--- config.mk ---
export PLATFORM = sky130hd
export DESIGN_NAME = pic_core_n
export DESIGN_NICKNAME = d
export VERILOG_FILES = /design/src/rtl/pic_core_n.sv
export SDC_FILE = /design/constraint.sdc
export NUM_CORES = 1
export LEC_CHECK = 0
export CAP_MARGIN = 20
export CORE_MARGIN = 2
export CORE_UTILIZATION = 35
export CTS_CLUSTER_SIZE = 14
export DETAILED_ROUTE_END_ITERATION = 16
export SETUP_SLACK_MARGIN = 0.5
export SLEW_MARGIN = 10
export SYNTH_ARGS = -nofsm -noshare
export SYNTH_HDL_FRONTEND = slang
export SYNTH_SLANG_ARGS = --single-unit
--- constraint.sdc ---
create_clock -name i_clk -period 18.2 [get_ports i_clk]
set_input_delay 5.46 -clock i_clk [delete_from_list [all_inputs] [get_ports i_clk]]
set_output_delay 5.46 -clock i_clk [all_outputs]
set_load 0.03 [all_outputs]
--- src/rtl/pic_core_n.sv ---
// pic_core_n: clocked, parametrised 8259-style programmable interrupt controller.
//
// Captures N_IRQ request lines (edge or level), arbitrates them with fully-nested
// or rotating priority, raises a registered interrupt to the CPU and answers the
// two-pulse INTA handshake with a vector byte. Supports auto-EOI and master/slave
// cascading over a CAS bus.
//
// Ports:
//   i_clk         system clock, all state on rising edge
//   i_rst         asynchronous, active-high reset
//   i_wr          register write strobe (one cycle)
//   i_rd          register read enable
//   i_addr        register select
//   i_wdata       register write data
//   o_rdata       combinational read data (0 when i_rd=0)
//   i_ir          interrupt requests, synchronous to i_clk
//   o_int         interrupt to CPU (registered)
//   i_inta        interrupt acknowledge, active low
//   i_sp          1 = master, 0 = slave
//   i_cas_in      cascade ID from the master (slave mode)
//   o_cas_out     cascade ID driven by the master
//   o_cas_out_en  o_cas_out valid
//   o_dout        vector byte
//   o_dout_en     o_dout valid
//
// Acknowledge FSM:
//   state    | meaning
//   S_IDLE   | waiting for the first INTA falling edge; latches the winner
//   S_PULSE1 | first INTA pulse low, waiting for INTA to return high
//   S_WAIT2  | between pulses, waiting for the second INTA falling edge
//   S_PULSE2 | vector on the bus, waiting for INTA to return high

module pic_core_n #(
    parameter int N_IRQ = 8,
    parameter int CAS_W = 3,
    parameter int IDX_W = 3
) (
    input  logic             i_clk,
    input  logic             i_rst,
    input  logic             i_wr,
    input  logic             i_rd,
    input  logic [2:0]       i_addr,
    input  logic [7:0]       i_wdata,
    output logic [7:0]       o_rdata,
    input  logic [N_IRQ-1:0] i_ir,
    output logic             o_int,
    input  logic             i_inta,
    input  logic             i_sp,
    input  logic [CAS_W-1:0] i_cas_in,
    output logic [CAS_W-1:0] o_cas_out,
    output logic             o_cas_out_en,
    output logic [7:0]       o_dout,
    output logic             o_dout_en
);

    typedef enum logic [1:0] {
        S_IDLE   = 2'd0,
        S_PULSE1 = 2'd1,
        S_WAIT2  = 2'd2,
        S_PULSE2 = 2'd3
    } state_t;

    localparam logic [IDX_W-1:0] LAST = IDX_W'(N_IRQ - 1);

    // Highest-priority set bit of vec: priority starts at plow+1 and descends
    // cyclically. Returns {found, index}. The loop runs from lowest to highest
    // priority so the last hit is the winner.
    function automatic logic [IDX_W:0] f_top(input logic [N_IRQ-1:0] vec,
                                             input logic [IDX_W-1:0] plow);
        logic [IDX_W:0] res;
        int lvl;
        res = '0;
        for (int i = N_IRQ - 1; i >= 0; i--) begin
            lvl = int'(plow) + 1 + i;
            if (lvl >= N_IRQ) lvl = lvl - N_IRQ;
            if (vec[IDX_W'(lvl)]) res = {1'b1, IDX_W'(lvl)};
        end
        return res;
    endfunction

    // Rank of level k under the current rotation; 0 is the highest priority.
    function automatic int f_rank(input logic [IDX_W-1:0] k,
                                  input logic [IDX_W-1:0] plow);
        int r;
        r = int'(k) + N_IRQ - int'(plow) - 1;
        if (r >= N_IRQ) r = r - N_IRQ;
        return r;
    endfunction

    state_t           r_state;
    state_t           w_state_nxt;

    logic [N_IRQ-1:0] r_imr;
    logic [N_IRQ-1:0] r_irr;
    logic [N_IRQ-1:0] r_isr;
    logic [N_IRQ-1:0] r_slave_map;
    logic [N_IRQ-1:0] r_ir_d;
    logic             r_ltim;
    logic             r_aeoi;
    logic             r_rot;
    logic [7:0]       r_vbase;
    logic [CAS_W-1:0] r_slave_id;
    logic [IDX_W-1:0] r_prio_low;
    logic [IDX_W-1:0] r_win;
    logic             r_spur;
    logic             r_commit;
    logic             r_inta_d;
    logic             r_int;
    logic [7:0]       r_dout;
    logic             r_dout_en;
    logic [CAS_W-1:0] r_cas_out;
    logic             r_cas_out_en;

    logic             w_fe;
    logic             w_latch;
    logic             w_wait2;
    logic             w_end;
    logic [N_IRQ-1:0] w_pend;
    logic [IDX_W:0]   w_pend_top;
    logic [IDX_W:0]   w_isr_top;
    logic [IDX_W:0]   w_eoi_top;
    logic             w_int_cond;
    logic             w_cas_match;
    logic             w_commit;
    logic [IDX_W-1:0] w_commit_idx;
    logic             w_drive_dout;
    logic             w_aeoi;
    logic             w_wr_eoi;
    logic [IDX_W-1:0] w_eoi_lvl;
    logic [N_IRQ-1:0] w_irr_nxt;
    logic [N_IRQ-1:0] w_isr_nxt;
    logic [IDX_W-1:0] w_prio_nxt;

    assign w_fe       = r_inta_d & ~i_inta;
    assign w_pend     = r_irr & ~r_imr;
    assign w_pend_top = f_top(w_pend, r_prio_low);
    assign w_isr_top  = f_top(r_isr, r_prio_low);

    // A pending request interrupts only if it outranks everything in service.
    assign w_int_cond = w_pend_top[IDX_W] &
                        (~w_isr_top[IDX_W] |
                         (f_rank(w_pend_top[IDX_W-1:0], r_prio_low) <
                          f_rank(w_isr_top[IDX_W-1:0], r_prio_low)));

    assign w_cas_match = (i_cas_in == r_slave_id);

    // Master commits at the first pulse using the live winner; a slave commits
    // at the second pulse using the winner latched at the first pulse.
    assign w_commit     = (w_latch & i_sp & w_pend_top[IDX_W]) |
                          (w_wait2 & ~i_sp & ~r_spur & w_cas_match);
    assign w_commit_idx = w_latch ? w_pend_top[IDX_W-1:0] : r_win;

    // A master leaves the vector to the slave when the level is cascaded;
    // a spurious cycle always gets the local vector.
    assign w_drive_dout = w_wait2 &
                          (i_sp ? (r_spur | ~r_slave_map[r_win]) : w_cas_match);

    assign w_aeoi    = w_end & r_aeoi & r_commit;
    assign w_wr_eoi  = i_wr & (i_addr == 3'd3);
    assign w_eoi_lvl = i_wdata[IDX_W-1:0];

    always_ff @(posedge i_clk or posedge i_rst) begin
        if (i_rst) r_state <= S_IDLE;
        else       r_state <= w_state_nxt;
    end

    always_comb begin
        w_state_nxt = r_state;
        w_latch     = 1'b0;
        w_wait2     = 1'b0;
        w_end       = 1'b0;
        case (r_state)
            S_IDLE: begin
                if (w_fe) begin
                    w_latch     = 1'b1;
                    w_state_nxt = S_PULSE1;
                end
            end
            S_PULSE1: begin
                if (i_inta) w_state_nxt = S_WAIT2;
            end
            S_WAIT2: begin
                if (w_fe) begin
                    w_wait2     = 1'b1;
                    w_state_nxt = S_PULSE2;
                end
            end
            S_PULSE2: begin
                if (i_inta) begin
                    w_end       = 1'b1;
                    w_state_nxt = S_IDLE;
                end
            end
            default: w_state_nxt = S_IDLE;
        endcase
    end

    // Edge mode: a new edge wins over the acknowledge clear of the same bit.
    always_comb begin
        w_irr_nxt = r_irr;
        if (r_ltim) begin
            w_irr_nxt = i_ir;
        end else begin
            if (w_commit) w_irr_nxt[w_commit_idx] = 1'b0;
            w_irr_nxt = w_irr_nxt | (i_ir & ~r_ir_d);
        end
    end

    // In-service update: acknowledge commit / auto-EOI first, then any EOI
    // written in the same cycle acts on the result.
    always_comb begin
        w_isr_nxt  = r_isr;
        w_prio_nxt = r_prio_low;
        w_eoi_top  = '0;
        if (w_commit) w_isr_nxt[w_commit_idx] = 1'b1;
        if (w_aeoi) begin
            w_isr_nxt[r_win] = 1'b0;
            w_prio_nxt       = r_win;
        end
        if (w_wr_eoi) begin
            if (!i_wdata[7]) begin
                w_eoi_top = f_top(w_isr_nxt, w_prio_nxt);
                if (w_eoi_top[IDX_W]) begin
                    w_isr_nxt[w_eoi_top[IDX_W-1:0]] = 1'b0;
                    w_prio_nxt                      = w_eoi_top[IDX_W-1:0];
                end
            end else if ((int'(w_eoi_lvl) < N_IRQ) && w_isr_nxt[w_eoi_lvl]) begin
                w_isr_nxt[w_eoi_lvl] = 1'b0;
                w_prio_nxt           = w_eoi_lvl;
            end
        end
        if (!r_rot) w_prio_nxt = LAST;
    end

    always_ff @(posedge i_clk or posedge i_rst) begin
        if (i_rst) begin
            r_imr        <= '1;
            r_irr        <= '0;
            r_isr        <= '0;
            r_slave_map  <= '0;
            r_ir_d       <= '0;
            r_ltim       <= 1'b0;
            r_aeoi       <= 1'b0;
            r_rot        <= 1'b0;
            r_vbase      <= '0;
            r_slave_id   <= '0;
            r_prio_low   <= LAST;
            r_win        <= LAST;
            r_spur       <= 1'b0;
            r_commit     <= 1'b0;
            r_inta_d     <= 1'b1;
            r_int        <= 1'b0;
            r_dout       <= '0;
            r_dout_en    <= 1'b0;
            r_cas_out    <= '0;
            r_cas_out_en <= 1'b0;
        end else begin
            r_ir_d     <= i_ir;
            r_inta_d   <= i_inta;
            r_irr      <= w_irr_nxt;
            r_isr      <= w_isr_nxt;
            r_prio_low <= w_prio_nxt;
            r_int      <= w_latch ? 1'b0 : w_int_cond;

            if (i_wr) begin
                case (i_addr)
                    3'd0: r_imr <= i_wdata[N_IRQ-1:0];
                    3'd1: begin
                        r_ltim <= i_wdata[0];
                        r_aeoi <= i_wdata[1];
                        r_rot  <= i_wdata[2];
                    end
                    3'd2: r_vbase <= {i_wdata[7:IDX_W], {IDX_W{1'b0}}};
                    3'd4: r_slave_map <= i_wdata[N_IRQ-1:0];
                    3'd5: r_slave_id <= i_wdata[CAS_W-1:0];
                    default: ;
                endcase
            end

            if (w_latch) begin
                r_win    <= w_pend_top[IDX_W] ? w_pend_top[IDX_W-1:0] : LAST;
                r_spur   <= ~w_pend_top[IDX_W];
                r_commit <= w_commit;
                if (w_commit && r_slave_map[w_commit_idx]) begin
                    r_cas_out    <= CAS_W'(w_commit_idx);
                    r_cas_out_en <= 1'b1;
                end
            end

            if (w_wait2) begin
                if (w_commit) r_commit <= 1'b1;
                if (w_drive_dout) begin
                    r_dout    <= r_vbase | 8'(r_win);
                    r_dout_en <= 1'b1;
                end
            end

            if (w_end) begin
                r_dout_en    <= 1'b0;
                r_cas_out_en <= 1'b0;
            end
        end
    end

    always_comb begin
        o_rdata = '0;
        if (i_rd) begin
            case (i_addr)
                3'd0:    o_rdata = 8'(r_imr);
                3'd1:    o_rdata = 8'(r_irr);
                3'd2:    o_rdata = 8'(r_isr);
                3'd3:    o_rdata = r_vbase;
                3'd4:    o_rdata = 8'(r_slave_map);
                3'd5:    o_rdata = 8'(r_slave_id);
                default: o_rdata = '0;
            endcase
        end
    end

    assign o_int        = r_int;
    assign o_dout       = r_dout;
    assign o_dout_en    = r_dout_en;
    assign o_cas_out    = r_cas_out;
    assign o_cas_out_en = r_cas_out_en;

endmodule

==> results.tsv, run 1 <==
stage	metric	value	unit
floorplan	chip width	149	um
worst_hold_path	WHS Endpoint	r_commit	
place	pre-CTS WS	4920	ps
timing	final hold vios	0	
timing	clock skew	7.57	ps
power_and_ir_drop	Pleak	3.37	nW
clock_network	Worst-Skew Late Latency	330	ps
logic_synthesis	Synth Cell Area	7360	sq um
timing	period utilization	0.731	
timing	Slew Viols, Final	0	
logic_synthesis	Synth Flop Type	dfrtp_1	
logic_synthesis	syn_area_per_cell	8.64	sq um
timing	Worst-Margin Slew	1000	ps
outcome	status	completed	
floorplan	core area	20800	sq um
clock_network	post_cts resized	0	
timing	RSZ-0062 raised after global routing	no	
logic_synthesis	post-synth top area cell	dfrtp_1	
global_route	number of global-route vias before repair	6458	
critical_path	most used cell, CP	clkdlybuf4s50_1	
floorplan	Core Rows	53	
critical_path	Worst R2R Start	r_prio_low[0]	
clock_network	Clock transition at path regs	60	ps
logic_synthesis	FF+latch count, synth	76	
logic_synthesis	largest cells by area after synthesis	dfrtp_1, mux2_2, mux4_2, dfstp_2, nand2_1	
logic_synthesis	Synth Net Count	907	
logic_synthesis	post-synth top area share	0.207	
critical_path	CP max stage cell	clkdlybuf4s50_1	
layout	proportion of layout cells with a drive suffix above 1	0.141	
routing	WL final	22.0	mm
logic_synthesis	Async SR Flop Fraction	1.00	
power_and_ir_drop	Max IR drop VDD	90.8	uV
clock_network	# Post-CTS Setup Buffers	0	
routing	Vias/cell	5.89	
clock_network	H-Tree Level Count	3	
layout	final instance area	8360	sq um
floorplan	Starting Density	0.354	
logic_synthesis	Post-synth EDFFs	0	
clock_network	Clk Tree Root Cell	clkbuf_16	
layout	commonest non-fill, non-tap cell in the layout	nand2_1	
global_route	GRT Total Usage	0.202	
power_and_ir_drop	pwr dens	182	nW/um^2
critical_path	register-to-register setup slack	10760	ps
worst_hold_path	hold path startpoint	r_commit	
timing	post-route minimum period	13300	ps
critical_path	r2r worst-path depth	18	
clock_network	total CTS buffers	9	
critical_path	Max FO, Critical Path	17	
layout	Non-Filler Instances	1155	
logic_synthesis	Seq/Total Area, Yosys	0.261	
power_and_ir_drop	sw frac	0.484	
logic_synthesis	Netlist cell types	90	
job	max cap viols	0	
place	RD Place Congestion	0.909	
global_route	antenna violations before repair	0	
floorplan	Die ar.	22200	sq um
critical_path	WP data arrival	7840	ps
routing	DRC violations left	0	
routing	routed len/inst	19.0	um
critical_path	Buf/Inv on CP	2	
place	placed insts	1139	
critical_path	WP data required	12740	ps
routing	Final ANT Viol Nets	0	
worst_hold_path	Min-Delay Path Class	flip-flop to flip-flop	
floorplan	Ports	50	
routing	vias	6802	
worst_hold_path	Worst Hold Depth	2	
global_route	gr ovfl total	0	
clock_network	deepest clock path buffer count	2	
clock_network	CTS Sinks	76	
routing	Iter 0 DRT Violations	643	
critical_path	CP top delay family	buffers and inverters	
power_and_ir_drop	Int Pwr	788	uW
global_route	largest net degree at the start of global routing	77	
clock_network	CTS tree	built	
layout	Final nets	930	
layout	Area Overhead vs Synth	13.6	%
clock_network	hold_buf cts	0	
power_and_ir_drop	clock power share	0.128	
layout	commonest non-fill, non-tap cells in the layout	nand2_1, nor2_1, dfrtp_1	
timing	# setup viols final	0	
floorplan	die height	149	um
place	Placed Area	8040	sq um
critical_path	CP cell instances	clkdlybuf4s50_1 > nor2_1 > nand3_1 > a21boi_0 > clkdlybuf4s50_1	
place	input/output buffers	49	
timing	Slew headroom	0.329	
critical_path	Worst path max stage delay	740	ps
critical_path	crit end category	output pin	
critical_path	R2R Path End	r_isr[5]	
routing	Detailed Routing Iterations Pass 1	5	
timing	setup total negative slack	0	ps
place	Detailed Place HPWL	16.4	mm
logic_synthesis	Mapped Cells	852	
timing	Fmax	75.2	MHz
power_and_ir_drop	combinational power share	0.683	
timing	post-route worst setup slack	4900	ps
power_and_ir_drop	Seq pwr share	0.189	
layout	ant diodes	0	
global_route	first-pass GRT wire length	35.8	mm
logic_synthesis	Yosys warning count	0	
power_and_ir_drop	Sw Pwr	738	uW
critical_path	Worst setup SP type	input port	
critical_path	Crit Path Category	input port to output pin	
-- through the flow --
stage	utilization	hold slack [ps]	total power, mW
6_report	0.402	486	1.53
5_1_grt	0.402	525	1.67
4_1_cts	0.402	493	1.52
3_5_place_dp	0.386	473	1.32
3_3_place_gp	0.386	475	1.31
2_1_floorplan	-	444	1.08
-- registers in the layout, summed over array words and instances (netlist names), 5 cells and up --
signal       count
r_isr            8
o_dout           8
r_slave_map      8
r_imr            8
r_ir_d           8
r_vbase          5
r_irr            8
-- Yosys cell counts (all sizes together) (4+ instances only) --
library cell	instances
nand2	92
nor2	66
o21ai	63
dfrtp	61
mux2	41
a21oi	38
inv	33
mux2i	31
clkbuf	30
nand2b	28
ha	25
nand3	25
nor2b	23
mux4	20
a211oi	15
dfstp	15
o22ai	15
buf	14
a21boi	13
a31oi	11
nor3	11
a22oi	10
xnor2	10
a221oi	9
a32o	9
and2	9
or2	9
o21a	8
xor2	8
a31o	7
o221ai	6
a21o	5
nand4	5
o2111ai	5
o21bai	5
nor3b	4
nor4	4
o211ai	4
o32ai	4
-- layer usage --
metal / GRT usage / share of wire / up-vias
met5: 0 / 0 / -
met4: 0.0729 / 0.024 / 0
met3: 0.0211 / 0.056 / 31
met2: 0.313 / 0.45 / 244
met1: 0.291 / 0.47 / 3283
li1: - / - / 3244
-- power groups by stage --
stage	combinational, mW	clock [mW]	sequential, mW
after floorplan	0.799	0	0.278
after global placement	1.02	0	0.289
after detailed placement	1.03	0	0.289
after CTS	1.04	0.197	0.286
after global routing	1.17	0.206	0.294
final	1.04	0.195	0.289
-- how the worst max path moves through the flow --
| stage | slack (ps) | startpoint | cells past startpoint | end |
|---|---|---|---|---|
| 2_1_floorplan | 5850 | i_addr[0] | 6 | o_rdata[1] |
| 4_1_cts | 4900 | i_addr[0] | 6 | o_rdata[2] |
| 3_5_place_dp | 4920 | i_addr[0] | 6 | o_rdata[2] |
| 6_report | 4900 | i_addr[0] | 5 | o_rdata[3] |
| 5_1_grt | 4640 | i_addr[0] | 5 | o_rdata[3] |
| 3_3_place_gp | 4940 | i_addr[0] | 6 | o_rdata[1] |
-- worst min-delay path, stage by stage (launching register included) --
cell,delay (ps)
dfrtp_1,340
nand2_1,50
nand2_1,60
-- cell type report --
type                    count  area [sq um]
clock buffers               9           225
clock inverters             7           100
fillers                  2129         12500
inverters                  36           136
multi-input cells         696          5090
flip-flops and latches     76          1920
well taps                 275           344
repair buffers             56           543
-- cell families after synthesis --
logic type | share of synthesized area
buffers and inverters | 0.0476
adders and majority gates | 0.0479
AOI/OAI and AO/OA | 0.255
xor gates and xnor gates | 0.0250
and+or+nand+nor | 0.196
muxes | 0.168
DFF | 0.261
No activity file was read; power rests on OpenSTA's default activity.
==> run 2: changes to the inputs <==
clock period = 12.9 ns   (was 18.2 ns; I/O delays follow)
==> run 2 against run 1 <==
  * Die area is the same
  * Clock skew grew 2.6 ps
  * Highest routed layer unchanged
  * Largest power group unchanged
  * Worst hold slack gained 9.2 ps
  * Cell count is the same
  * Flip-flop and latch count is the same
  * Non-clock buffer count is the same
  * Global-route usage shrank 0.21 points
  * Wire length grew 0.24%
  * Combinational power grew 41%
  * Clock power grew 34%
  * First-iteration DRC count shrank 11%
==> results.tsv, run 2 (synthesis results as in run 1) <==
stage	metric	value	unit
clock_network	Clock transition at path regs	60	ps
routing	Detailed Routing Iterations Pass 1	5	
clock_network	Worst-Skew Late Latency	340	ps
critical_path	WP data arrival	6260	ps
timing	clock skew	10.2	ps
critical_path	CP Capture Point	o_rdata[3]	
power_and_ir_drop	Pleak	3.36	nW
routing	vias	6908	
worst_hold_path	Min-Delay Path Class	flip-flop to flip-flop	
critical_path	Worst path max stage delay	740	ps
power_and_ir_drop	pwr dens	257	nW/um^2
floorplan	Starting Density	0.354	
clock_network	total CTS buffers	9	
critical_path	WP data required	9030	ps
floorplan	Ports	50	
routing	Final ANT Viol Nets	0	
job	max cap viols	0	
layout	Non-Filler Instances	1155	
timing	Slew headroom	0.260	
critical_path	r2r worst-path depth	18	
global_route	largest net degree at the start of global routing	77	
timing	RSZ-0062 raised after global routing	no	
global_route	GRT Total Usage	0.199	
floorplan	chip width	149	um
critical_path	Crit Path Category	input port to output pin	
routing	routed len/inst	19.1	um
layout	proportion of layout cells with a drive suffix above 1	0.141	
timing	Worst-Margin Slew	1110	ps
critical_path	CP max stage cell	clkdlybuf4s50_1	
clock_network	Clk Tree Root Cell	clkbuf_16	
routing	Vias/cell	5.98	
clock_network	H-Tree Level Count	3	
clock_network	CTS tree	built	
place	placed insts	1139	
layout	ant diodes	0	
clock_network	hold_buf cts	0	
timing	# setup viols final	0	
layout	Area Overhead vs Synth	13.4	%
place	input/output buffers	49	
critical_path	Worst setup SP type	input port	
critical_path	CP cell instances	clkdlybuf4s50_1 > nor2_1 > nand3_1 > a21boi_0 > clkdlybuf4s50_1	
timing	post-route minimum period	10130	ps
global_route	number of global-route vias before repair	6393	
timing	Fmax	98.7	MHz
power_and_ir_drop	Max IR drop VDD	106	uV
outcome	status	completed	
layout	Final nets	930	
floorplan	die height	149	um
critical_path	crit path from	i_addr[1]	
layout	commonest non-fill, non-tap cells in the layout	nand2_1, nor2_1, dfrtp_1	
critical_path	crit end category	output pin	
clock_network	post_cts resized	0	
critical_path	R2R Path End	r_isr[0]	
place	RD Place Congestion	0.890	
global_route	first-pass GRT wire length	35.2	mm
critical_path	Worst R2R Start	r_prio_low[0]	
critical_path	Max FO, Critical Path	16	
routing	WL final	22.0	mm
clock_network	deepest clock path buffer count	2	
floorplan	Core Rows	53	
routing	DRC violations left	0	
global_route	antenna violations before repair	0	
clock_network	# Post-CTS Setup Buffers	0	
routing	Iter 0 DRT Violations	573	
timing	final hold vios	0	
floorplan	core area	20800	sq um
timing	Slew Viols, Final	0	
clock_network	CTS Sinks	76	
layout	commonest non-fill, non-tap cell in the layout	nand2_1	
floorplan	Die ar.	22200	sq um
worst_hold_path	hold path startpoint	o_dout[0]	
global_route	gr ovfl total	0	
timing	setup total negative slack	0	ps
critical_path	most used cell, CP	clkdlybuf4s50_1	
critical_path	register-to-register setup slack	5440	ps
place	Detailed Place HPWL	16.6	mm
timing	period utilization	0.785	
run 2: power by group:
group          switching, mW  leakage, nW  total [mW]  internal, mW
sequential            0.0937        0.909       0.406         0.313
combinational          0.842         2.31        1.47         0.631
clock                  0.105        0.145       0.261         0.156
run 2: how the worst min path moves through the flow:
stage | slack (ps) | cells past startpoint | to
3_3_place_gp | 470 | 2 | o_dout[0]
3_5_place_dp | 480 | 2 | o_dout[0]
6_report | 500 | 2 | o_dout[0]
2_1_floorplan | 440 | 1 | r_prio_low[0]
5_1_grt | 520 | 2 | r_commit
4_1_cts | 490 | 1 | r_prio_low[0]
run 2: per-stage QoR:
stage	power [mW]	hold WS (ps)	utilization	setup slack (ps)	instance area (sq um)
after floorplan	1.52	444	-	3730	7360
after global placement	1.85	474	0.386	2820	8040
after CTS	2.14	492	0.401	2780	8350
after detailed placement	1.87	479	0.386	2790	8040
final	2.14	495	0.401	2770	8350
after global routing	2.34	520	0.401	2560	8350
run 2: area by class of cell:
cell class | count | area [sq um]
Clock buffer | 10 | 239
Clock inverter | 6 | 71.3
Fill cell | 2137 | 12500
Multi-Input combinational cell | 696 | 5090
Sequential cell | 76 | 1920
Tap cell | 275 | 344
Inverter | 36 | 136
Timing Repair Buffer | 56 | 543
run 2: metal layers:
metal | vias up | GRT usage | share of wire
met4 | 0 | 0.0495 | 0.020
met2 | 255 | 0.326 | 0.46
met5 | - | 0 | 0
li1 | 3244 | - | -
met3 | 31 | 0.0245 | 0.059
met1 | 3378 | 0.281 | 0.46
run 2: worst max-delay path, delay by kind of cell:
kind                   cells  cell delay (ps)
AND/OR/NAND/NOR            2              570
AO/OA/AOI/OAI              1              340
buffers and inverters      2             1470
==> run 3: changes to the inputs <==
clock period = 9.2 ns   (was 12.9 ns; I/O delays follow)
==> run 3 against run 2 <==
  * Global-route usage up 0.34 points
  * Setup slack lost 1500 ps
  * Die area is the same
  * Sequential power rose by 41%
  * Largest cell class unchanged
  * First-iteration DRC count shrank 14%
  * Flip-flop and latch count stayed put
  * Clock power increased by 41%
  * Clock-buffer cell count shrank 1
==> results.tsv, run 3 (synthesis results as in run 1) <==
stage	metric	value	unit
routing	Detailed Routing Iterations Pass 1	5	
routing	Final ANT Viol Nets	0	
layout	commonest non-fill, non-tap cells in the layout	nand2_1, nor2_1, dfrtp_1	
layout	proportion of layout cells with a drive suffix above 1	0.143	
clock_network	Clk Tree Root Cell	clkbuf_16	
place	Detailed Place HPWL	16.6	mm
timing	final hold vios	0	
timing	Slew headroom	0.318	
routing	DRC violations left	0	
clock_network	H-Tree Level Count	3	
power_and_ir_drop	Tot Pwr	3.02	mW
place	placed insts	1141	
clock_network	Worst-Skew Late Latency	340	ps
routing	routed len/inst	19.1	um
timing	clock skew	9.30	ps
critical_path	WP data arrival	5150	ps
layout	fin util	0.401	
timing	RSZ-0062 raised after global routing	no	
critical_path	WP data required	6440	ps
routing	WL final	22.1	mm
global_route	first-pass GRT wire length	35.7	mm
global_route	number of global-route vias before repair	6501	
worst_hold_path	Worst Hold Depth	1	
clock_network	CTS Sinks	76	
routing	Vias/cell	5.92	
job	max cap viols	0	
critical_path	Max FO, Critical Path	17	
timing	# setup viols final	0	
routing	vias	6846	
clock_network	total CTS buffers	9	
routing	Iter 0 DRT Violations	494	
floorplan	Core Rows	53	
timing	setup total negative slack	0	ps
timing	Fmax	126	MHz
global_route	largest net degree at the start of global routing	77	
power_and_ir_drop	Max IR drop VDD	223	uV
timing	post-route minimum period	7910	ps
clock_network	post_cts resized	0	
power_and_ir_drop	Pleak	3.37	nW
layout	ant diodes	0	
outcome	status	completed	
floorplan	Starting Density	0.354	
layout	area occupied by multi-input gates	5090	sq um
layout	Fillers	2111	
critical_path	r2r worst-path depth	27	
clock_network	deepest clock path buffer count	2	
layout	Area Overhead vs Synth	13.5	%
floorplan	chip width	149	um
timing	period utilization	0.860	
layout	Non-Filler Instances	1157	
worst_hold_path	Min-Delay Path Class	flip-flop to flip-flop	
clock_network	CTS tree	built	
place	RD Place Congestion	0.905	
layout	FF+latch area	1920	sq um
critical_path	crit end category	output pin	
timing	Worst-Margin Slew	1020	ps
critical_path	Crit Path Category	input port to output pin	
timing	post-route worst setup slack	1290	ps
layout	Final nets	932	
floorplan	Ports	50	
global_route	antenna violations before repair	0	
global_route	gr ovfl total	0	
floorplan	core area	20800	sq um
floorplan	die height	149	um
global_route	GRT Total Usage	0.203	
place	Placed Area	8050	sq um
place	input/output buffers	49	
clock_network	# Post-CTS Setup Buffers	0	
layout	final instance area	8360	sq um
floorplan	Die ar.	22200	sq um
power_and_ir_drop	pwr dens	362	nW/um^2
timing	worst hold margin	502	ps
place	pre-CTS WS	1280	ps
clock_network	hold_buf cts	0	
clock_network	Clock transition at path regs	70	ps
timing	Slew Viols, Final	0	
layout	commonest non-fill, non-tap cell in the layout	nand2_1	
critical_path	Worst setup SP type	input port	
## run 3: cell types whose count changed in the layout (fill, tap and decap cells not counted)
cell / delta
clkbuf_8: -1
inv_6: +1
clkinv_2: +1
buf_4: +2
inv_8: +2
clkinvlp_4: -1
clkinv_4: -2
## run 3: routing by layer
metal | wire [um] | global-route usage
met1 | 10400 | 0.287
met2 | 9790 | 0.316
met3 | 1210 | 0.0309
met4 | 612 | 0.0710
met5 | 0 | 0
## run 3: where the power goes
group	switching, mW	internal [mW]	leakage [nW]
clock	0.153	0.215	0.150
sequential	0.136	0.438	0.909
combinational	1.20	0.883	2.32
total	1.49	1.54	3.37
## run 3: path summary, 6_finish.rpt
kind | startpoint | to | slack, ps
max | i_addr[0] | o_rdata[1] | 1290
min | r_rot | r_prio_low[0] | 500
max reg2reg | r_prio_low[0] | o_int | 1820
min reg2reg | r_rot | r_prio_low[0] | 500
max in group asynchronous | i_rst | o_cas_out[0] | 5530
min in group asynchronous | i_rst | o_dout[6] | 3050
## run 3: final cells by class
cell class | instances | share of cell area
Clock buffer | 9 | 0.0269
Timing Repair Buffer | 58 | 0.0668
Tap cell | 275 | 0.0412
Inverter | 36 | 0.0163
Clock inverter | 7 | 0.00988
Sequential cell | 76 | 0.230
Multi-Input combinational cell | 696 | 0.609
## run 3: worst max-delay path, cell delays in order
cell,delay (ps)
clkdlybuf4s50_1,880
nor2b_1,330
a22oi_1,130
o22ai_1,220
and2_1,160
clkdlybuf4s50_1,660
